[src/rtl/lif_post_neuron_if.sv]
`default_nettype none
// ============================================================================
// Module      : lif_post_neuron_if
// Description : Bundles the time-step enable, presynaptic spike/weight inputs
//               and the neuron's status outputs.
//               master : drives en/pre_spike/weight, observes the outputs
//               slave  : the neuron itself
// Ports       : en, pre_spike[3:0], weight[15:0]          (master -> slave)
//               post_spike, membrane[V_WIDTH-1:0],
//               refractory, spike_count[7:0]              (slave -> master)
// Revision    : 1.0 - initial release
// ============================================================================
interface lif_post_neuron_if #(
    parameter int V_WIDTH = 8
);
    logic               en;
    logic [3:0]         pre_spike;
    logic [15:0]        weight;
    logic               post_spike;
    logic [V_WIDTH-1:0] membrane;
    logic               refractory;
    logic [7:0]         spike_count;

    modport master (
        output en, pre_spike, weight,
        input  post_spike, membrane, refractory, spike_count
    );

    modport slave (
        input  en, pre_spike, weight,
        output post_spike, membrane, refractory, spike_count
    );
endinterface
`default_nettype wire

[src/rtl/lif_post_neuron.sv]
`default_nettype none
// ============================================================================
// Module      : lif_post_neuron
// Description : Leaky integrate-and-fire postsynaptic neuron. Sums the weights
//               of active presynaptic inputs, leaks v by v>>LEAK_SHIFT each
//               enabled cycle, saturates the membrane, fires a one-cycle
//               post_spike at THRESHOLD and then sits out REFRACT_CYCLES
//               enabled cycles.
// Ports       : clk    - clock, rising edge
//               rst_n  - asynchronous active-low reset
//               nif    - slave modport: en, pre_spike, weight in;
//                        post_spike, membrane, refractory, spike_count out
// Revision    : 1.0 - initial release
// ============================================================================
module lif_post_neuron #(
    parameter int NUM_PRE        = 4,
    parameter int V_WIDTH        = 8,
    parameter int THRESHOLD      = 40,
    parameter int LEAK_SHIFT     = 3,
    parameter int REFRACT_CYCLES = 4
) (
    input  wire              clk,
    input  wire              rst_n,
    lif_post_neuron_if.slave nif
);

    localparam logic [V_WIDTH-1:0] c_THRESHOLD = V_WIDTH'(THRESHOLD);
    localparam logic [3:0]         c_REFRACT   = 4'(REFRACT_CYCLES);
    localparam logic [V_WIDTH-1:0] c_V_MAX     = '1;

    typedef enum logic [0:0] {
        S_INTEG  = 1'b0,
        S_REFRAC = 1'b1
    } state_t;

    state_t             r_state;
    logic [3:0]         r_rcnt;
    logic [V_WIDTH-1:0] r_v;
    logic               r_post;
    logic [7:0]         r_count;

    logic [5:0]         w_sum;
    logic [V_WIDTH:0]   w_vn_wide;
    logic [V_WIDTH-1:0] w_vn;

    // Weight for neuron i sits in the i-th nibble counted from the MSB end.
    always_comb begin
        w_sum = 6'd0;
        for (int i = 0; i < NUM_PRE; i++) begin
            if (nif.pre_spike[i]) begin
                w_sum = w_sum + {2'b00, nif.weight[4*(NUM_PRE-1-i) +: 4]};
            end
        end
    end

    // v - (v>>LEAK_SHIFT) can never go negative, so only the upward
    // overflow from adding the sum needs the extra bit.
    always_comb begin
        w_vn_wide = {1'b0, r_v} - {1'b0, (r_v >> LEAK_SHIFT)}
                  + {{(V_WIDTH-5){1'b0}}, w_sum};
        w_vn      = w_vn_wide[V_WIDTH] ? c_V_MAX : w_vn_wide[V_WIDTH-1:0];
    end

    always_ff @(posedge clk or negedge rst_n) begin
        if (!rst_n) begin
            r_state <= S_INTEG;
            r_rcnt  <= 4'd0;
            r_v     <= '0;
            r_post  <= 1'b0;
            r_count <= 8'd0;
        end else begin
            r_post <= 1'b0;
            if (nif.en) begin
                case (r_state)
                    S_INTEG: begin
                        if (w_vn >= c_THRESHOLD) begin
                            r_post <= 1'b1;
                            r_v    <= '0;
                            if (r_count != 8'hFF) begin
                                r_count <= r_count + 8'd1;
                            end
                            if (c_REFRACT != 4'd0) begin
                                r_state <= S_REFRAC;
                                r_rcnt  <= c_REFRACT;
                            end
                        end else begin
                            r_v <= w_vn;
                        end
                    end
                    S_REFRAC: begin
                        r_v <= '0;
                        if (r_rcnt == 4'd1) begin
                            r_state <= S_INTEG;
                            r_rcnt  <= 4'd0;
                        end else begin
                            r_rcnt <= r_rcnt - 4'd1;
                        end
                    end
                    default: begin
                        r_state <= S_INTEG;
                        r_rcnt  <= 4'd0;
                    end
                endcase
            end
        end
    end

    assign nif.post_spike  = r_post;
    assign nif.membrane    = r_v;
    assign nif.refractory  = (r_state == S_REFRAC);
    assign nif.spike_count = r_count;

endmodule
`default_nettype wire

[src/flat_wrapper.sv]
// flat-port wrapper written by rule: the top's interface ports become plain ports
module lif_post_neuron_flat 
#(
    parameter int NUM_PRE        = 4,
    parameter int V_WIDTH        = 8,
    parameter int THRESHOLD      = 40,
    parameter int LEAK_SHIFT     = 3,
    parameter int REFRACT_CYCLES = 4
)
  (clk, rst_n, nif_en, nif_pre_spike, nif_weight, nif_post_spike, nif_membrane, nif_refractory, nif_spike_count);
  lif_post_neuron_if #(.V_WIDTH(V_WIDTH)) nif_i ();
  input  wire clk;
  input  wire rst_n;
  input wire logic [$bits(nif_i.en)-1:0] nif_en;
  input wire logic [$bits(nif_i.pre_spike)-1:0] nif_pre_spike;
  input wire logic [$bits(nif_i.weight)-1:0] nif_weight;
  output wire logic [$bits(nif_i.post_spike)-1:0] nif_post_spike;
  output wire logic [$bits(nif_i.membrane)-1:0] nif_membrane;
  output wire logic [$bits(nif_i.refractory)-1:0] nif_refractory;
  output wire logic [$bits(nif_i.spike_count)-1:0] nif_spike_count;
  assign nif_i.en = nif_en;
  assign nif_i.pre_spike = nif_pre_spike;
  assign nif_i.weight = nif_weight;
  assign nif_post_spike = nif_i.post_spike;
  assign nif_membrane = nif_i.membrane;
  assign nif_refractory = nif_i.refractory;
  assign nif_spike_count = nif_i.spike_count;
  lif_post_neuron #(.NUM_PRE(NUM_PRE), .V_WIDTH(V_WIDTH), .THRESHOLD(THRESHOLD), .LEAK_SHIFT(LEAK_SHIFT), .REFRACT_CYCLES(REFRACT_CYCLES)) u_core (.clk(clk), .rst_n(rst_n), .nif(nif_i));
endmodule
[config.mk]
export PLATFORM = sky130hd
export DESIGN_NAME = lif_post_neuron_flat
export DESIGN_NICKNAME = d
export VERILOG_FILES = /design/src/rtl/lif_post_neuron_if.sv /design/src/rtl/lif_post_neuron.sv /design/src/flat_wrapper.sv
export SDC_FILE = /design/constraint.sdc
export NUM_CORES = 1
export LEC_CHECK = 0
export CAP_MARGIN = 5
export CORE_MARGIN = 5
export CORE_UTILIZATION = 52
export CTS_CLUSTER_DIAMETER = 40
export DETAILED_ROUTE_END_ITERATION = 7
export PLACE_DENSITY = 0.8
export SLEW_MARGIN = 40
export SYNTH_ARGS = -nofsm -noshare
export SYNTH_HDL_FRONTEND = slang
export SYNTH_SLANG_ARGS = --single-unit
[constraint.sdc]
create_clock -name clk -period 3.75 [get_ports clk]
set_input_delay 0.9375 -clock clk [delete_from_list [all_inputs] [get_ports clk]]
set_output_delay 0.9375 -clock clk [all_outputs]
set_load 0.01 [all_outputs]
==> impl_results.md, run 1 <==
- Vias in the first global route: 1,923
- Syn avg cell area: around 9.3 um^2
- Final Cycle Share: 159%
- Hold Path End: u_core.nif.spike_count[7]
- Slowest stage delay, CP: about 0.48 ns
- Inserted Clock Buffers: 3
- Worst EP required: 3.93 ns
- Number of fill cells: 249
- Tot GR Track Use: 21.6%
- Grt ovf: 0
- Mapped Cells: 224
- Main flop type after synthesis: dfrtp_1
- # IOs: between 40 and 50
- Run status: finished with violations
- CTS tree: done
- Final layout net count: 348
- Design area: 3090 um^2
- Post-synthesis async set-or-reset flop share: 100%
- Hold_sp: u_core.nif.spike_count[7]
- Worst-path clk slew: 0.08 ns
- Setup violators final: 20
- Slack of the critical path: -2.21 ns
- Min cycle time layout: just under 6 ns
- WHS Path Cells: 1
- DIE AREA: 5380 um^2
- Top cells by area, synth: dfrtp_1 26%, ha_1 15%, fa_1 7.7%, xnor2_1 6.7%, inv_1 4.3%
- Cell taking the most area after synthesis: dfrtp_1
- Final hold violations: 0
- Root buffer cell: clkbuf_8
- Area Overhead vs Synth: 48.1%
- GP Congestion: 0.862
- Leakage: between 1 and 1.5 nW
- Worst-Margin Slew: 0.507 ns
- CTS max path bufs: 2
- Core box area: 3940 um^2
- First-pass GRT wire length: ~9 mm
- Worst-Skew Late Latency: between 0.2 and 0.3 ns
- Pin count of the biggest net entering global routing: 23
- Max cap viols: 0
- TNS Setup: -43.28 ns
- DR WL/cell: 18.3 um
- Syn_nets: 280
- Final wirelength: 6.22 mm
- HPWL Detailed: between 3 and 4 mm
- Vias after detailed routing: between 1,500 and 2,000
- Multi-input gate area: 1710 um^2
- Initial Utilization: about 53%
- Hold Path Class: register to register
- Seq cells post-synth: 22
- Startpoint Class: input port
- Synth top area share: 26.4%
- RSZ-0062 raised after global routing: true
- Final Max Tran Viols: 0
- Pre-Repair DR Iteration Count: 4
- Worst reg-to-reg path cell count: 12
- Antenna Cells: 0
- Reg2Reg Launch Point: u_core.nif.membrane[4]
- Row count: 23
- Worst path cell trace: buf_8 > and2_4 > ha_4 > inv_2 > fa_2 > mux2i_4 > fa_1 > mux2_4 > fa_2 > mux2_2 > fa_1 > buf_4 > ha_1 > a21o_1 > a21oi_2 > xnor2_1 > or2_0 > a2111o_1 > buf_6 > nand4_1 > xnor2_1
- Failing checks: setup timing
- Die width: 73.4 um
- Share of cells above drive strength 1: 33.8%
- Slew headroom: between 60 and 70%
- Most common library cell in the layout ignoring fill and taps: clkdlybuf4s50_1
- PD cells: around 840 nW/um^2
- Most frequent cells in the layout: 34 x clkdlybuf4s50_1, 27 x buf_4, 22 x inv_1, 22 x dfrtp_1, 17 x ha_1
- Mapped Area: 2090 um^2
- Post-synthesis cell type count: 39
- R2r setup slk: roughly 0.37 ns
- Initial DRC count: 133
- Dpl cell area: about 2700 um^2
- Clock sinks: 22
- H-tree depth: 1
- Crit-path slowest cell: fa_1
- Antenna viol nets, final: 0
- Place WS: -3.06 ns
- Synthesis warning total: 0
- Post-synth EDFFs: 0
- Drt via density: 5.72
- Worst Path Max Fanout: 8
- Post-Route Utilization: 78.4%
- CP Capture Type: register
- Crit Path Class: input port to register
- DIE HEIGHT: roughly 73 um
- Setup Skew: 0.000878 ns
- Worst vdd ir: 0.653 mV
- Storage cell area: 551 um^2
- FF-to-FF End: u_core.nif.spike_count[5]
- Initial antenna violation count: 0
- Drc violations: 0
- Sequential share of the synthesized area: around a quarter
- PortBufs: 40
- Overall Power: 0.00259 W
- Crit path arrival time: 6.14 ns
- Fmax: 168 MHz
through the flow:
step / std cells / hold slack [ns]
finish: 340 / 0.525
CTS: 339 / 0.512
global placement: 329 / 0.495
global route: 340 / 0.566
floorplan: 224 / 0.507
detailed placement: 329 / 0.506
timing repair:
action | CTS | global route
hold buffers | 0 | 0
setup buffers | 7 | 1
gates resized for setup | 43 | 23
pin swaps | 32 | 21
setup endpoints to repair | 20 | 20
kinds of logic after synthesis:
logic type / Yosys count / synth area share (%)
AND/OR/NAND/NOR: 59 / 14.5
adder cells (fa/ha/maj): 33 / 22.7
AO/OA/AOI/OAI: 48 / 15.3
buffers and inverters: 31 / 7.07
XOR/XNOR: 21 / 8.81
multiplexers: 10 / 5.28
flip-flops: 22 / 26.4
layout make-up:
type	count	share of cell area, %
clock buffer	3	1.34
inverter	24	2.91
multi-input combinational	171	55.3
sequential	22	17.8
tap	50	2.02
timing repair buffer	70	20.6
worst max-delay path: cells and delay by family:
kind | cells | cell delay [ns]
fa+ha+maj | 6 | 2.22
compound gates | 3 | 0.90
mux | 3 | 0.78
simple gates | 3 | 0.53
buf+inv | 4 | 0.50
xor+xnor | 2 | 0.27
worst max path at each step:
stage | from | endpoint | depth (start not counted)
after floorplan | nif_pre_spike[0] | u_core.r_rcnt[0] | 23
after global placement | nif_pre_spike[0] | u_core.nif.spike_count[1] | 20
after detailed placement | nif_pre_spike[0] | u_core.nif.spike_count[6] | 21
after CTS | nif_weight[12] | u_core.r_rcnt[0] | 26
after global routing | nif_weight[13] | u_core.nif.spike_count[5] | 27
final | nif_pre_spike[0] | u_core.nif.spike_count[5] | 21
synth_stat cells, types with 3 or more instances:
master / number
o21a_1: 3
nor2b_1: 8
o22ai_1: 6
nor2_1: 14
buf_6: 4
inv_1: 24
o21ai_0: 7
and2_1: 3
ha_1: 25
mux2_2: 8
nand4_1: 6
a21o_1: 4
nand2_1: 13
a21oi_1: 15
dfrtp_1: 22
fa_1: 8
xnor2_1: 16
and3_1: 3
nand3_1: 5
xor2_1: 5
flip-flops by register name (all words and copies together) (netlist names):
register / cells
u_core.nif.spike_count: 8
u_core.r_rcnt: 4
u_core.nif.membrane: 8
u_core.nif.refractory: 1
u_core.nif.post_spike: 1
per-layer routing:
layer	track usage, %	part of all wire (%)
met4	4.43	2.7
met3	3.97	4.4
met2	37.6	50
met1	28.0	43
met5	0	0
power breakdown:
part | switching, W | leakage [nW] | internal, W
clock | 0.0000748 | 0.0216 | 0.0000717
combinational | 0.00101 | 1.06 | 0.00104
sequential | 0.0000841 | 0.288 | 0.000305
(Power assumes the default switching activity.)
==> run 2: changes to the inputs <==
CORE_MARGIN = 2   (was 5)
==> run 2 against run 1 <==
Effect of this change:
- the flow still finishes with violations (setup timing)
- power decreased by 2.8%
- clock-buffer cell count increased by 1
- final cell count increased by 1.8%
- wire length decreased by 14%
- clock power increased by 14%
- die area decreased by 16%
- critical path depth increased by 2
- setup slack improved by 0.048 ns
- via count decreased by 4.4%
- sequential cell count unchanged
==> impl_results.md, run 2 (synthesis gave the netlist of run 1 again) <==
- Routed wl met3: 185 um (-32%)
- Crit path arrival time: 6.06 ns (-0.08 ns)
- Hold Path Class: register to register
- DIE HEIGHT: 67.4 um (-8.2%)
- WHS Path Cells: 1 (unchanged)
- Most common library cell in the layout ignoring fill and taps: clkdlybuf4s50_1
- DIE AREA: 4540 um^2 (-16%)
- Crit Path Class: input port to register
- Worst reg-to-reg path cell count: 11 (-1)
- Row count: 23 (unchanged)
- CTS max path bufs: 2 (unchanged)
- PortBufs: 40 (unchanged)
- H-tree depth: 1 (unchanged)
- Vias in the first global route: 1,616 (-16%)
- Worst vdd ir: 0.555 mV (-15%)
- Setup Skew: 0.00329 ns (+0.00242 ns)
- Hold Path End: u_core.nif.spike_count[2]
- Worst path cell trace: buf_6 > and2_4 > ha_4 > inv_2 > fa_2 > mux2i_4 > fa_1 > mux2_4 > fa_2 > a21oi_2 > nor2b_1 > o21ai_1 > xor2_1 > fa_1 > ha_4 > buf_6 > a21oi_2 > nand2_1 > a41oi_2 > xnor2_2 > a2111o_1 > nand3_2 > mux2_4
- Tot GR Track Use: 22.7% (+1.0 points)
- TNS Setup: -41.35 ns (+1.94 ns)
- Worst-Skew Late Latency: 0.26 ns (about the same)
- First-pass GRT wire length: 7.73 mm (-14%)
- Worst-path clk slew: 0.08 ns (about the same)
- Slew headroom: 67.7% (+1.5 points)
- Worst-Margin Slew: 0.485 ns (-0.0219 ns)
- Uppermost layer routed: met4
- Placed Cells: 330 (+0.30%)
- Root buffer cell: clkbuf_8
- Final cell count without fillers: 346 (+1.8%)
- Fmax: 169 MHz (+0.81%)
- Setup violators final: 20 (unchanged)
- HPWL Detailed: 3.68 mm (-3.6%)
- Min cycle time layout: 5.92 ns (-0.0479 ns)
- Met2 WL: 2.58 mm (-16%)
- CP bufs+invs: 3 (-1)
- Final Max Tran Viols: 0 (unchanged)
- DR WL/cell: 15.4 um (-16%)
- Final wirelength: 5.33 mm (-14%)
- Worst EP required: 3.90 ns (-0.03 ns)
- # IOs: 41 (unchanged)
- Share of cells above drive strength 1: 32.8% (-1.0 points)
- Critical Path Stages: 23 (+9.5%)
- Crit-path slowest cell: fa_2
- Worst Path Max Fanout: 6 (-2)
- Max cap viols: 0 (unchanged)
- Initial antenna violation count: 0 (unchanged)
- FF-to-FF End: u_core.nif.spike_count[1]
- Antenna Cells: 0 (unchanged)
- Final hold violations: 0 (unchanged)
- Final Cycle Share: 158% (-1.3 points)
- Core box area: 3940 um^2 (unchanged)
- Reg2Reg Launch Point: u_core.nif.membrane[4]
- Inserted Clock Buffers: 3 (unchanged)
- Drc violations: 0 (unchanged)
- Most frequent cells in the layout: 34 x clkdlybuf4s50_1, 32 x buf_4, 22 x inv_1, 22 x dfrtp_1, 18 x ha_1
- Final layout net count: 353 (+1.4%)
- Slack of the critical path: -2.17 ns (+0.0479 ns)
- Hold_buf cts: 0 (unchanged)
- Failing checks: setup timing
- Grt ovf: 0 (unchanged)
- Initial DRC count: 82 (-38%)
- Drt via density: 5.38 (-6.0%)
- Initial Utilization: 52.9% (unchanged)
- Run status: finished with violations
- Design area: 3060 um^2 (-0.89%)
- CP Capture Type: register
- Area Overhead vs Synth: 46.8%
- Antenna viol nets, final: 0 (unchanged)
- Dpl cell area: 2720 um^2 (+0.28%)
- M1 wire length: 2.53 mm (-6.2%)
- CTS tree: done
- Die width: 67.4 um (-8.2%)
- PD cells: 821 nW/um^2 (-1.9%)
- Startpoint Class: input port
- Vias after detailed routing: 1,861 (-4.4%)
- CP delay by family, top: adder cells
- GP Congestion: 0.859 (-0.31%)
- RSZ-0062 raised after global routing: true
- Clock sinks: 22 (unchanged)
- Hold WS: 0.505 ns (-0.0208 ns)
- Slowest stage delay, CP: 0.58 ns (+0.10 ns)
- Pin count of the biggest net entering global routing: 23 (unchanged)
- R2r setup slk: 0.45 ns (+0.08 ns)
- Leakage: 1.38 nW (+0.80%)
- Pre-Repair DR Iteration Count: 4 (unchanged)
- Hold_sp: u_core.nif.spike_count[2]
==> run 2: cell types whose count changed in the layout (fill, tap and decap cells not counted), moves of 2 or more <==
cell / change
o21ai_2: -2
a21oi_2: +2
o21ai_1: +3
buf_4: +5
ha_4: -2
nand2_1: +2
==> run 2: metal layers <==
| layer | vias up | GRT usage [%] |
|---|---|---|
| met2 | 39 | 36.1 |
| li1 | 914 | - |
| met3 | 6 | 3.83 |
| met5 | - | 0 |
| met4 | 0 | 3.57 |
| met1 | 902 | 32.8 |
==> run 2: final cells by class <==
class | count | area (um^2)
Inverter | 24 | 90.1
Clock buffer | 4 | 55.1
Multi-Input combinational cell | 171 | 1640
Timing Repair Buffer | 75 | 664
Fill cell | 243 | 880
Sequential cell | 22 | 551
Tap cell | 50 | 62.6
==> run 2: metrics by stage <==
| step | total power [W] | worst slack [ns] | utilization [%] |
|---|---|---|---|
| finish | 0.00252 | -2.17 | 77.7 |
| global route | 0.00270 | -2.35 | 77.7 |
| CTS | 0.00229 | -2.17 | 73.9 |
| detailed placement | 0.00190 | -2.98 | 68.9 |
| global placement | 0.00184 | -2.84 | 69.1 |
| floorplan | 0.00140 | -2.20 | - |
==> run 2: what timing repair did <==
item,in CTS,in global routing
buffers inserted,8,4
gates resized for setup,33,21
endpoints found under the setup margin,20,20
pin swaps,27,24
==> run 2: worst register-to-register path, cell delays in order, from the launching register on <==
cell and delay (ns):
dfrtp_1 0.46, inv_1 0.13, fa_1 0.49, buf_4 0.15
ha_1 0.28, a21o_1 0.20, a21oi_2 0.22, xnor2_1 0.12
or2_0 0.23, a2111o_1 0.49, nand3_2 0.12, mux2_4 0.30
==> run 2: worst max-delay path by stage <==
stage / from / end
global route: nif_pre_spike[0] / u_core.nif.spike_count[1]
CTS: nif_weight[12] / u_core.nif.spike_count[1]
finish: nif_pre_spike[0] / u_core.nif.spike_count[1]
floorplan: nif_pre_spike[0] / u_core.r_rcnt[0]
global placement: nif_pre_spike[0] / u_core.nif.spike_count[1]
detailed placement: nif_pre_spike[0] / u_core.nif.spike_count[1]
==> run 2: power breakdown <==
part           internal, W  total, W  switching [W]
registers         0.000305  0.000386      0.0000807
logic              0.00103   0.00196       0.000931
clock network    0.0000935  0.000166      0.0000729
